## src/rtl/vga_timing_pkg.sv

```systemverilog
// Shared timing descriptors and helpers for the parametrised raster generator.
package vga_timing_pkg;

  typedef struct packed {
    int h_disp;
    int h_fp;
    int h_sync;
    int h_bp;
    int v_disp;
    int v_fp;
    int v_sync;
    int v_bp;
  } vga_timing_t;

  localparam vga_timing_t VGA_640x480_60 = '{
    h_disp: 640, h_fp: 16, h_sync: 96, h_bp: 48,
    v_disp: 480, v_fp: 10, v_sync: 2,  v_bp: 33
  };

  localparam vga_timing_t LCD_1024x600 = '{
    h_disp: 1024, h_fp: 160, h_sync: 20, h_bp: 140,
    v_disp: 600,  v_fp: 12,  v_sync: 3,  v_bp: 20
  };

  function automatic int total(input int disp, input int fp, input int sync, input int bp);
    return disp + fp + sync + bp;
  endfunction

endpackage

```

## src/rtl/vga_timing_gen_if.sv

```systemverilog
// Raster output bundle: the generator drives it, pixel/animation logic consumes it.
interface vga_timing_gen_if #(
  parameter int HW     = 10,
  parameter int VW     = 10,
  parameter int FCNT_W = 8
);

  logic              pix_tick;
  logic [HW-1:0]     hcount;
  logic [VW-1:0]     vcount;
  logic              hsync;
  logic              vsync;
  logic              active_video;
  logic [HW-1:0]     pix_x;
  logic [VW-1:0]     pix_y;
  logic              line_start;
  logic              frame_start;
  logic [FCNT_W-1:0] frame_count;

  modport master (
    output pix_tick, hcount, vcount, hsync, vsync, active_video,
           pix_x, pix_y, line_start, frame_start, frame_count
  );

  modport slave (
    input  pix_tick, hcount, vcount, hsync, vsync, active_video,
           pix_x, pix_y, line_start, frame_start, frame_count
  );

endinterface

```

## src/rtl/vga_axis_counter.sv

```systemverilog
// One raster axis: position counter plus decode of the value it will hold after this clk.
module vga_axis_counter #(
  parameter  int TOTAL = 800,
  parameter  int SYNC  = 96,
  parameter  int BACK  = 48,
  parameter  int DISP  = 640,
  localparam int CW    = $clog2(TOTAL)
) (
  input  logic          clk,
  input  logic          reset,
  input  logic          inc,
  output logic [CW-1:0] count,
  output logic          wrap,
  output logic          sync_next,
  output logic          active_next,
  output logic [CW-1:0] coord_next
);

  localparam int            A0      = SYNC + BACK;
  localparam int            A1      = A0 + DISP;
  localparam logic [CW-1:0] LAST    = CW'(TOTAL - 1);
  localparam logic [CW-1:0] A0_C    = CW'(A0);
  localparam logic [CW:0]   SYNC_LM = (CW+1)'(SYNC);
  localparam logic [CW:0]   A0_LM   = (CW+1)'(A0);
  localparam logic [CW:0]   A1_LM   = (CW+1)'(A1);

  logic [CW-1:0] count_nx;
  logic          lo_ok;
  logic          hi_ok;

  assign wrap = inc && (count == LAST);

  always_comb begin
    count_nx = count;
    if (inc) begin
      count_nx = wrap ? '0 : count + 1'b1;
    end
  end

  always_ff @(posedge clk) begin
    if (reset) begin
      count <= '0;
    end else begin
      count <= count_nx;
    end
  end

  // stage p0: decode of the upcoming position, registered by the parent alongside count
  if (SYNC == 0) begin : g_no_sync
    assign sync_next = 1'b0;
  end else begin : g_sync
    assign sync_next = ({1'b0, count_nx} < SYNC_LM);
  end

  if (A0 == 0) begin : g_lo_open
    assign lo_ok = 1'b1;
  end else begin : g_lo_cmp
    assign lo_ok = ({1'b0, count_nx} >= A0_LM);
  end

  assign hi_ok       = ({1'b0, count_nx} < A1_LM);
  assign active_next = lo_ok && hi_ok;
  assign coord_next  = active_next ? (count_nx - A0_C) : '0;

endmodule

```

## src/rtl/vga_timing_gen.sv

```systemverilog
// Parametrised raster timing generator: prescaler, two axis counters, aligned output registers.
module vga_timing_gen
  import vga_timing_pkg::*;
#(
  parameter  int H_DISPLAY    = 640,
  parameter  int H_FRONT      = 16,
  parameter  int H_SYNC       = 96,
  parameter  int H_BACK       = 48,
  parameter  int V_DISPLAY    = 480,
  parameter  int V_FRONT      = 10,
  parameter  int V_SYNC       = 2,
  parameter  int V_BACK       = 33,
  parameter  int HSYNC_ACT_HI = 0,
  parameter  int VSYNC_ACT_HI = 0,
  parameter  int PIX_DIV      = 1,
  parameter  int FCNT_W       = 8,
  localparam int H_TOTAL      = total(H_DISPLAY, H_FRONT, H_SYNC, H_BACK),
  localparam int V_TOTAL      = total(V_DISPLAY, V_FRONT, V_SYNC, V_BACK),
  localparam int HW           = $clog2(H_TOTAL),
  localparam int VW           = $clog2(V_TOTAL)
) (
  input  logic             clk,
  input  logic             reset,
  vga_timing_gen_if.master vga
);

  localparam int            DW       = (PIX_DIV > 1) ? $clog2(PIX_DIV) : 1;
  localparam logic [DW-1:0] DIV_LAST = DW'(PIX_DIV - 1);
  localparam logic          HS_ON    = (HSYNC_ACT_HI != 0);
  localparam logic          VS_ON    = (VSYNC_ACT_HI != 0);

  logic [DW-1:0]     div_cnt;
  logic [DW-1:0]     div_nx;
  logic              tick_p0;
  logic              run;
  logic              h_inc;
  logic              h_wrap;
  logic              v_wrap;
  logic              h_sync_p0;
  logic              v_sync_p0;
  logic              h_act_p0;
  logic              v_act_p0;
  logic [HW-1:0]     h_coord_p0;
  logic [VW-1:0]     v_coord_p0;

  logic [HW-1:0]     hcount_p1;
  logic [VW-1:0]     vcount_p1;
  logic              vld_p1;
  logic              hsync_p1;
  logic              vsync_p1;
  logic              active_p1;
  logic [HW-1:0]     pix_x_p1;
  logic [VW-1:0]     pix_y_p1;
  logic              line_start_p1;
  logic              frame_start_p1;
  logic [FCNT_W-1:0] frame_count_p1;

  assign div_nx  = (div_cnt == DIV_LAST) ? '0 : div_cnt + 1'b1;
  assign tick_p0 = (div_nx == DIV_LAST);

  // The first tick after reset presents (0,0) instead of advancing past it.
  assign h_inc = tick_p0 && run;

  vga_axis_counter #(
    .TOTAL (H_TOTAL),
    .SYNC  (H_SYNC),
    .BACK  (H_BACK),
    .DISP  (H_DISPLAY)
  ) u_h (
    .clk         (clk),
    .reset       (reset),
    .inc         (h_inc),
    .count       (hcount_p1),
    .wrap        (h_wrap),
    .sync_next   (h_sync_p0),
    .active_next (h_act_p0),
    .coord_next  (h_coord_p0)
  );

  vga_axis_counter #(
    .TOTAL (V_TOTAL),
    .SYNC  (V_SYNC),
    .BACK  (V_BACK),
    .DISP  (V_DISPLAY)
  ) u_v (
    .clk         (clk),
    .reset       (reset),
    .inc         (h_wrap),
    .count       (vcount_p1),
    .wrap        (v_wrap),
    .sync_next   (v_sync_p0),
    .active_next (v_act_p0),
    .coord_next  (v_coord_p0)
  );

  // stage p1: outputs registered on the same edge the counters move
  always_ff @(posedge clk) begin
    if (reset) begin
      div_cnt        <= '0;
      run            <= 1'b0;
      vld_p1         <= 1'b0;
      hsync_p1       <= ~HS_ON;
      vsync_p1       <= ~VS_ON;
      active_p1      <= 1'b0;
      pix_x_p1       <= '0;
      pix_y_p1       <= '0;
      line_start_p1  <= 1'b0;
      frame_start_p1 <= 1'b0;
      frame_count_p1 <= '0;
    end else begin
      div_cnt        <= div_nx;
      vld_p1         <= tick_p0;
      line_start_p1  <= h_wrap;
      frame_start_p1 <= h_wrap && v_wrap;
      if (h_wrap && v_wrap) begin
        frame_count_p1 <= frame_count_p1 + 1'b1;
      end
      if (tick_p0) begin
        run       <= 1'b1;
        hsync_p1  <= h_sync_p0 ? HS_ON : ~HS_ON;
        vsync_p1  <= v_sync_p0 ? VS_ON : ~VS_ON;
        active_p1 <= h_act_p0 && v_act_p0;
        pix_x_p1  <= (h_act_p0 && v_act_p0) ? h_coord_p0 : '0;
        pix_y_p1  <= (h_act_p0 && v_act_p0) ? v_coord_p0 : '0;
      end
    end
  end

  assign vga.pix_tick     = vld_p1;
  assign vga.hcount       = hcount_p1;
  assign vga.vcount       = vcount_p1;
  assign vga.hsync        = hsync_p1;
  assign vga.vsync        = vsync_p1;
  assign vga.active_video = active_p1;
  assign vga.pix_x        = pix_x_p1;
  assign vga.pix_y        = pix_y_p1;
  assign vga.line_start   = line_start_p1;
  assign vga.frame_start  = frame_start_p1;
  assign vga.frame_count  = frame_count_p1;

endmodule
```

## src/flat_wrapper.sv

```systemverilog
// flat-port wrapper written by rule: the top's interface ports become plain ports
module vga_timing_gen_flat import vga_timing_pkg::*;
#(
  parameter  int H_DISPLAY    = 640,
  parameter  int H_FRONT      = 16,
  parameter  int H_SYNC       = 96,
  parameter  int H_BACK       = 48,
  parameter  int V_DISPLAY    = 480,
  parameter  int V_FRONT      = 10,
  parameter  int V_SYNC       = 2,
  parameter  int V_BACK       = 33,
  parameter  int HSYNC_ACT_HI = 0,
  parameter  int VSYNC_ACT_HI = 0,
  parameter  int PIX_DIV      = 1,
  parameter  int FCNT_W       = 8,
  localparam int H_TOTAL      = total(H_DISPLAY, H_FRONT, H_SYNC, H_BACK),
  localparam int V_TOTAL      = total(V_DISPLAY, V_FRONT, V_SYNC, V_BACK),
  localparam int HW           = $clog2(H_TOTAL),
  localparam int VW           = $clog2(V_TOTAL)
)
  (clk, reset, vga_pix_tick, vga_hcount, vga_vcount, vga_hsync, vga_vsync, vga_active_video, vga_pix_x, vga_pix_y, vga_line_start, vga_frame_start, vga_frame_count);
  vga_timing_gen_if #(.FCNT_W(FCNT_W)) vga_i ();
  input  logic clk;
  input  logic reset;
  output wire logic [$bits(vga_i.pix_tick)-1:0] vga_pix_tick;
  output wire logic [$bits(vga_i.hcount)-1:0] vga_hcount;
  output wire logic [$bits(vga_i.vcount)-1:0] vga_vcount;
  output wire logic [$bits(vga_i.hsync)-1:0] vga_hsync;
  output wire logic [$bits(vga_i.vsync)-1:0] vga_vsync;
  output wire logic [$bits(vga_i.active_video)-1:0] vga_active_video;
  output wire logic [$bits(vga_i.pix_x)-1:0] vga_pix_x;
  output wire logic [$bits(vga_i.pix_y)-1:0] vga_pix_y;
  output wire logic [$bits(vga_i.line_start)-1:0] vga_line_start;
  output wire logic [$bits(vga_i.frame_start)-1:0] vga_frame_start;
  output wire logic [$bits(vga_i.frame_count)-1:0] vga_frame_count;
  assign vga_pix_tick = vga_i.pix_tick;
  assign vga_hcount = vga_i.hcount;
  assign vga_vcount = vga_i.vcount;
  assign vga_hsync = vga_i.hsync;
  assign vga_vsync = vga_i.vsync;
  assign vga_active_video = vga_i.active_video;
  assign vga_pix_x = vga_i.pix_x;
  assign vga_pix_y = vga_i.pix_y;
  assign vga_line_start = vga_i.line_start;
  assign vga_frame_start = vga_i.frame_start;
  assign vga_frame_count = vga_i.frame_count;
  vga_timing_gen #(.H_DISPLAY(H_DISPLAY), .H_FRONT(H_FRONT), .H_SYNC(H_SYNC), .H_BACK(H_BACK), .V_DISPLAY(V_DISPLAY), .V_FRONT(V_FRONT), .V_SYNC(V_SYNC), .V_BACK(V_BACK), .HSYNC_ACT_HI(HSYNC_ACT_HI), .VSYNC_ACT_HI(VSYNC_ACT_HI), .PIX_DIV(PIX_DIV), .FCNT_W(FCNT_W)) u_core (.clk(clk), .reset(reset), .vga(vga_i));
endmodule
```

## config.mk

```make
export PLATFORM = sky130hd
export DESIGN_NAME = vga_timing_gen_flat
export DESIGN_NICKNAME = d
export VERILOG_FILES = /design/src/rtl/vga_timing_pkg.sv /design/src/rtl/vga_timing_gen_if.sv /design/src/rtl/vga_axis_counter.sv /design/src/rtl/vga_timing_gen.sv /design/src/flat_wrapper.sv
export SDC_FILE = /design/constraint.sdc
export NUM_CORES = 1
export LEC_CHECK = 0
export CAP_MARGIN = 0
export CORE_MARGIN = 3
export CORE_UTILIZATION = 52
export DETAILED_ROUTE_END_ITERATION = 16
export PLACE_DENSITY = 0.8
export REMOVE_ABC_BUFFERS = 1
export SYNTH_ARGS = -nofsm -noshare
export SYNTH_HDL_FRONTEND = slang
export SYNTH_SLANG_ARGS = --single-unit
```

## constraint.sdc

```tcl
create_clock -name clk -period 3.65 [get_ports clk]
set_clock_uncertainty 0.15 [all_clocks]
set_input_delay 0.73 -clock clk [delete_from_list [all_inputs] [get_ports clk]]
set_output_delay 0.73 -clock clk [all_outputs]
set_load 0.05 [all_outputs]
```

==> metrics.md, run 1 <==
| Metric | Value |
|---|---|
| Fill cell count | `433` |
| Last weighted congestion value of the routability-driven placer | `0.9163` |
| Global-route met2 utilization | `32.45%` |
| P&R area growth vs syn | `23.29%` |
| Area taken by flip-flops and latches | `1081 um2` |
| Area share of the largest cell type after synthesis | `37.96%` |
| Number of search-and-repair iterations in the first detailed-routing pass | `4` |
| Result of the run | `finished clean` |
| Fraction of the yosys area taken by sequential cells | `37.96%` |
| Fin. max-slew vios | `0` |
| Final Routed Wirelength | `6231 um` |
| CTS root buf | `sky130_fd_sc_hd__clkbuf_8` |
| Number of synthesized flops with an enable pin | `0` |
| Worst setup EP type | `register` |
| Wire length per cell after detailed routing | `15.16 um` |
| Ordered cell list for the critical path | `inv_1 -> ha_1 -> nor4bb_1 -> nand3b_1 -> and2_4 -> nand2_1 -> o21ai_0 -> ha_1 -> nor4_2 -> nand2_4 -> a211oi_2` |
| Count of nets after finishing | `350` |
| # hold bufs at CTS | `0` |
| Fraction of the cycle the final worst path needs | `92.03%` |
| Type of the worst setup path | `register to register` |
| Headroom to the max-slew limit | `54.97%` |
| Fraction of final layout cells with drive strength greater than 1 | `14.66%` |
| Final-report setup violation count | `0` |
| Number of antenna violations at the first check in global routing | `0` |
| Clock-pin transition on the worst setup and hold timing paths | `100 ps` |
| Final-report hold violation count | `0` |
| GR Util met3 | `4.740%` |
| Num CTS Buffers | `5` |
| Fmax achieved | `297.7 MHz` |
| Routing layer with the top usage in global route | `met2` |
| Cell Area, Synth | `2848 um2` |
| Maximum number of pins on one net before global-route repair | `21` |
| Setup TNS after final layout | `0 ps` |
| Setup repair after global routing missed its margin | `no` |
| Cell Pwr Density | `305.9 nW/um2` |
| Worst-path fanout max | `20` |
| Cell taking the most area after synthesis | `sky130_fd_sc_hd__dfxtp_1` |
| Flip-flop and latch count after synthesis | `54` |
| Final Hold Slack | `386.9 ps` |
| LEAKAGE | `1.261 nW` |
| Area occupied by multi-input gates | `1598 um2` |
| Global-route track usage on met1 | `27.60%` |
| Post-synthesis cell type count | `66` |
| Starting density of the core | `54.71%` |
| Least-Margin Pin Slew | `670.6 ps` |
| Via-to-Cell Ratio | `5.620` |
| Violation count after the first detailed-routing iteration | `160` |
| Cell count after synthesis | `290` |
| Clock Sinks | `54` |
| Final Total Pwr | `0.001074 W` |
| Diode insertion count for antenna repair | `0` |
| Post-detailed-placement half-perimeter wirelength | `4377 um` |
| Worst hold path type | `register to register` |
| Max-capacitance violation count | `0` |
| Die Outline Area | `6400 um2` |
| Yosys synthesis warning count | `0` |
| Maximum cell stage delay along the critical path | `440 ps` |
| Std-Cell Core Area | `5205 um2` |
| Total congestion overflow | `0` |
| Crit-path slowest cell | `sky130_fd_sc_hd__nor4_2` |
| CP dominant cell by count | `sky130_fd_sc_hd__ha_1` |
| Insertion delay to the later sink of the worst-skew pair | `310 ps` |
| Port bufs | `55` |
| Worst ir drop on vdd | `0.2037 mV` |
| First-pass GRT wire length | `10410 um` |
| Async SR Flop Fraction | `0%` |
| Total via count after detailed routing | `2310` |
| Clock period minus worst slack | `3359 ps` |
| Ports | `56` |
| TritonCTS clock tree | `built` |
| Post-detailed-route count of antenna-violating nets | `0` |
| Primary FF master, synth | `sky130_fd_sc_hd__dfxtp_1` |
| Total global routing track utilization | `20.30%` |
| Via count of the first global-routing pass | `2199` |
| Count of buffering cells on the critical path with inverters included | `1` |
| Max H-tree Level | `2` |
| Maximum count of clock buffers along a single path | `2` |
| Horizontal die dimension | `80 um` |
| Cell family with most CP delay | `simple AND/OR/NAND/NOR gates` |
| Count of standard-cell rows | `26` |
| Required time reported for the critical path endpoint | `3730 ps` |
| CP arrival | `3440 ps` |
| DRC Markers | `0` |
| Cell types with the largest area share after synthesis | `sky130_fd_sc_hd__dfxtp_1, sky130_fd_sc_hd__a211oi_2, sky130_fd_sc_hd__nor2_1` |
| Mean Syn Cell Area | `9.820 um2` |
| Height of the die | `80 um` |
| Worst Setup Start Kind | `register` |
## per-stage QoR
step	instance area, um2	util (%)	cells	setup slack (ps)
after floorplan	2700	-	271	350.6
after global placement	3376	64.86	401	528.7
after detailed placement	3376	64.86	401	179.2
after CTS	3483	66.92	408	104.6
after global routing	3511	67.45	411	99.15
final	3511	67.45	411	291.0
## layout make-up
| type | count | share of cell area (%) |
|---|---|---|
| sequential | 54 | 30.79 |
| inverter | 7 | 0.7484 |
| clock inverter | 2 | 1.105 |
| tap | 70 | 2.495 |
| multi-input combinational | 210 | 45.51 |
| clock buffer | 5 | 1.960 |
| timing repair buffer | 63 | 17.39 |
## layer usage
metal / vias to the layer above / routed length, um
li1: 1146 / -
met1: 1077 / 2862
met2: 80 / 2931
met3: 7 / 384
met4: 0 / 51
met5: - / 0
## power by group
group | switching, W | internal (W) | leakage, nW
Combinational | 0.0000515 | 0.0000238 | 0.770
Clock | 0.000195 | 0.000202 | 0.0542
Sequential | 0.00000753 | 0.000594 | 0.436
Total | 0.000254 | 0.000820 | 1.26
## flip-flops by register name, summed over array words and instances, names as in the netlist
name / cells
u_core.run: 1
u_core.u_h.count: 10
u_core.u_v.count: 10
u_core.vga.active_video: 1
u_core.vga.frame_count: 8
u_core.vga.frame_start: 1
u_core.vga.hsync: 1
u_core.vga.line_start: 1
u_core.vga.pix_x: 10
u_core.vga.pix_y: 10
u_core.vga.vsync: 1
## placed cells by master (no fill, tap or decap), types with 2 or more instances in the layout
| cell | n |
|---|---|
| sky130_fd_sc_hd__xor2_1 | 12 |
| sky130_fd_sc_hd__ha_1 | 7 |
| sky130_fd_sc_hd__a41oi_1 | 3 |
| sky130_fd_sc_hd__and2_1 | 3 |
| sky130_fd_sc_hd__clkdlybuf4s50_1 | 55 |
| sky130_fd_sc_hd__o21ai_0 | 5 |
| sky130_fd_sc_hd__nand3_1 | 14 |
| sky130_fd_sc_hd__inv_1 | 7 |
| sky130_fd_sc_hd__clkbuf_8 | 5 |
| sky130_fd_sc_hd__a211oi_2 | 18 |
| sky130_fd_sc_hd__a21oi_1 | 6 |
| sky130_fd_sc_hd__nand4_1 | 9 |
| sky130_fd_sc_hd__a31oi_1 | 3 |
| sky130_fd_sc_hd__xnor2_1 | 11 |
| sky130_fd_sc_hd__or3_1 | 2 |
| sky130_fd_sc_hd__o211ai_1 | 5 |
| sky130_fd_sc_hd__buf_4 | 8 |
| sky130_fd_sc_hd__and3_1 | 3 |
| sky130_fd_sc_hd__nor3_1 | 6 |
| sky130_fd_sc_hd__nor2_1 | 33 |
| sky130_fd_sc_hd__mux2i_1 | 2 |
| sky130_fd_sc_hd__a21o_1 | 2 |
| sky130_fd_sc_hd__o21a_1 | 3 |
| sky130_fd_sc_hd__nand2b_1 | 2 |
| sky130_fd_sc_hd__dfxtp_1 | 54 |
| sky130_fd_sc_hd__nor2b_1 | 2 |
| sky130_fd_sc_hd__nand3b_1 | 2 |
| sky130_fd_sc_hd__nand2_1 | 20 |
| sky130_fd_sc_hd__and4_1 | 3 |
## final timing paths
kind	startpoint	endpoint	slack (ps)	cells past startpoint
min	u_core.vga.frame_count[7]$_SDFFE_PP0P_	u_core.vga.frame_count[7]$_SDFFE_PP0P_	390	2
max reg2reg	u_core.u_v.count[0]$_SDFF_PP0_	u_core.vga.pix_x[6]$_SDFF_PP0_	290	11
max	u_core.u_v.count[0]$_SDFF_PP0_	u_core.vga.pix_x[6]$_SDFF_PP0_	290	11
min reg2reg	u_core.vga.frame_count[7]$_SDFFE_PP0P_	u_core.vga.frame_count[7]$_SDFFE_PP0P_	390	2
## worst reg2reg max path: stages (launching register included)
cell	delay (ps)
sky130_fd_sc_hd__dfxtp_1	380
sky130_fd_sc_hd__inv_1	160
sky130_fd_sc_hd__ha_1	180
sky130_fd_sc_hd__nor4bb_1	380
sky130_fd_sc_hd__nand3b_1	260
sky130_fd_sc_hd__and2_4	260
sky130_fd_sc_hd__nand2_1	60
sky130_fd_sc_hd__o21ai_0	150
sky130_fd_sc_hd__ha_1	340
sky130_fd_sc_hd__nor4_2	440
sky130_fd_sc_hd__nand2_4	260
sky130_fd_sc_hd__a211oi_2	280
## cell families (layout without fill, tap and decap cells)
logic type | count (synthesis) | in the layout | share of synthesized area, %
AND/OR/NAND/NOR | 114 | 114 | 23.20
XOR/XNOR | 24 | 24 | 8.040
AO/OA/AOI/OAI | 62 | 62 | 20.43
buffers and inverters | 26 | 77 | 6.107
multiplexers | 3 | 3 | 1.186
adder cells (fa/ha/maj) | 7 | 7 | 3.075
flip-flops | 54 | 54 | 37.96
## synthesized netlist by cell type (4+ instances only)
library cell	instances
sky130_fd_sc_hd__nand4_1	9
sky130_fd_sc_hd__buf_6	9
sky130_fd_sc_hd__o211ai_1	5
sky130_fd_sc_hd__dfxtp_1	54
sky130_fd_sc_hd__nand2_1	20
sky130_fd_sc_hd__ha_1	7
sky130_fd_sc_hd__inv_1	7
sky130_fd_sc_hd__nor2_1	33
sky130_fd_sc_hd__o21ai_0	5
sky130_fd_sc_hd__a211oi_2	18
sky130_fd_sc_hd__nand3_1	14
sky130_fd_sc_hd__a21oi_1	6
sky130_fd_sc_hd__nor3_1	6
sky130_fd_sc_hd__xnor2_1	11
sky130_fd_sc_hd__clkbuf_1	4
sky130_fd_sc_hd__xor2_1	12
## what timing repair did
item,4_1_cts,5_1_grt
resized for setup,0,1
buffers inserted,0,3
endpoints found under the setup margin,0,20
No activity file was read; power rests on OpenSTA's default activity.
==> run 2: changes to the inputs <==
Settings changed: CAP_MARGIN 0 to 20.
==> results of run 2 <==
Same layout as run 1: the final DEF is identical, and so are final timing and power.
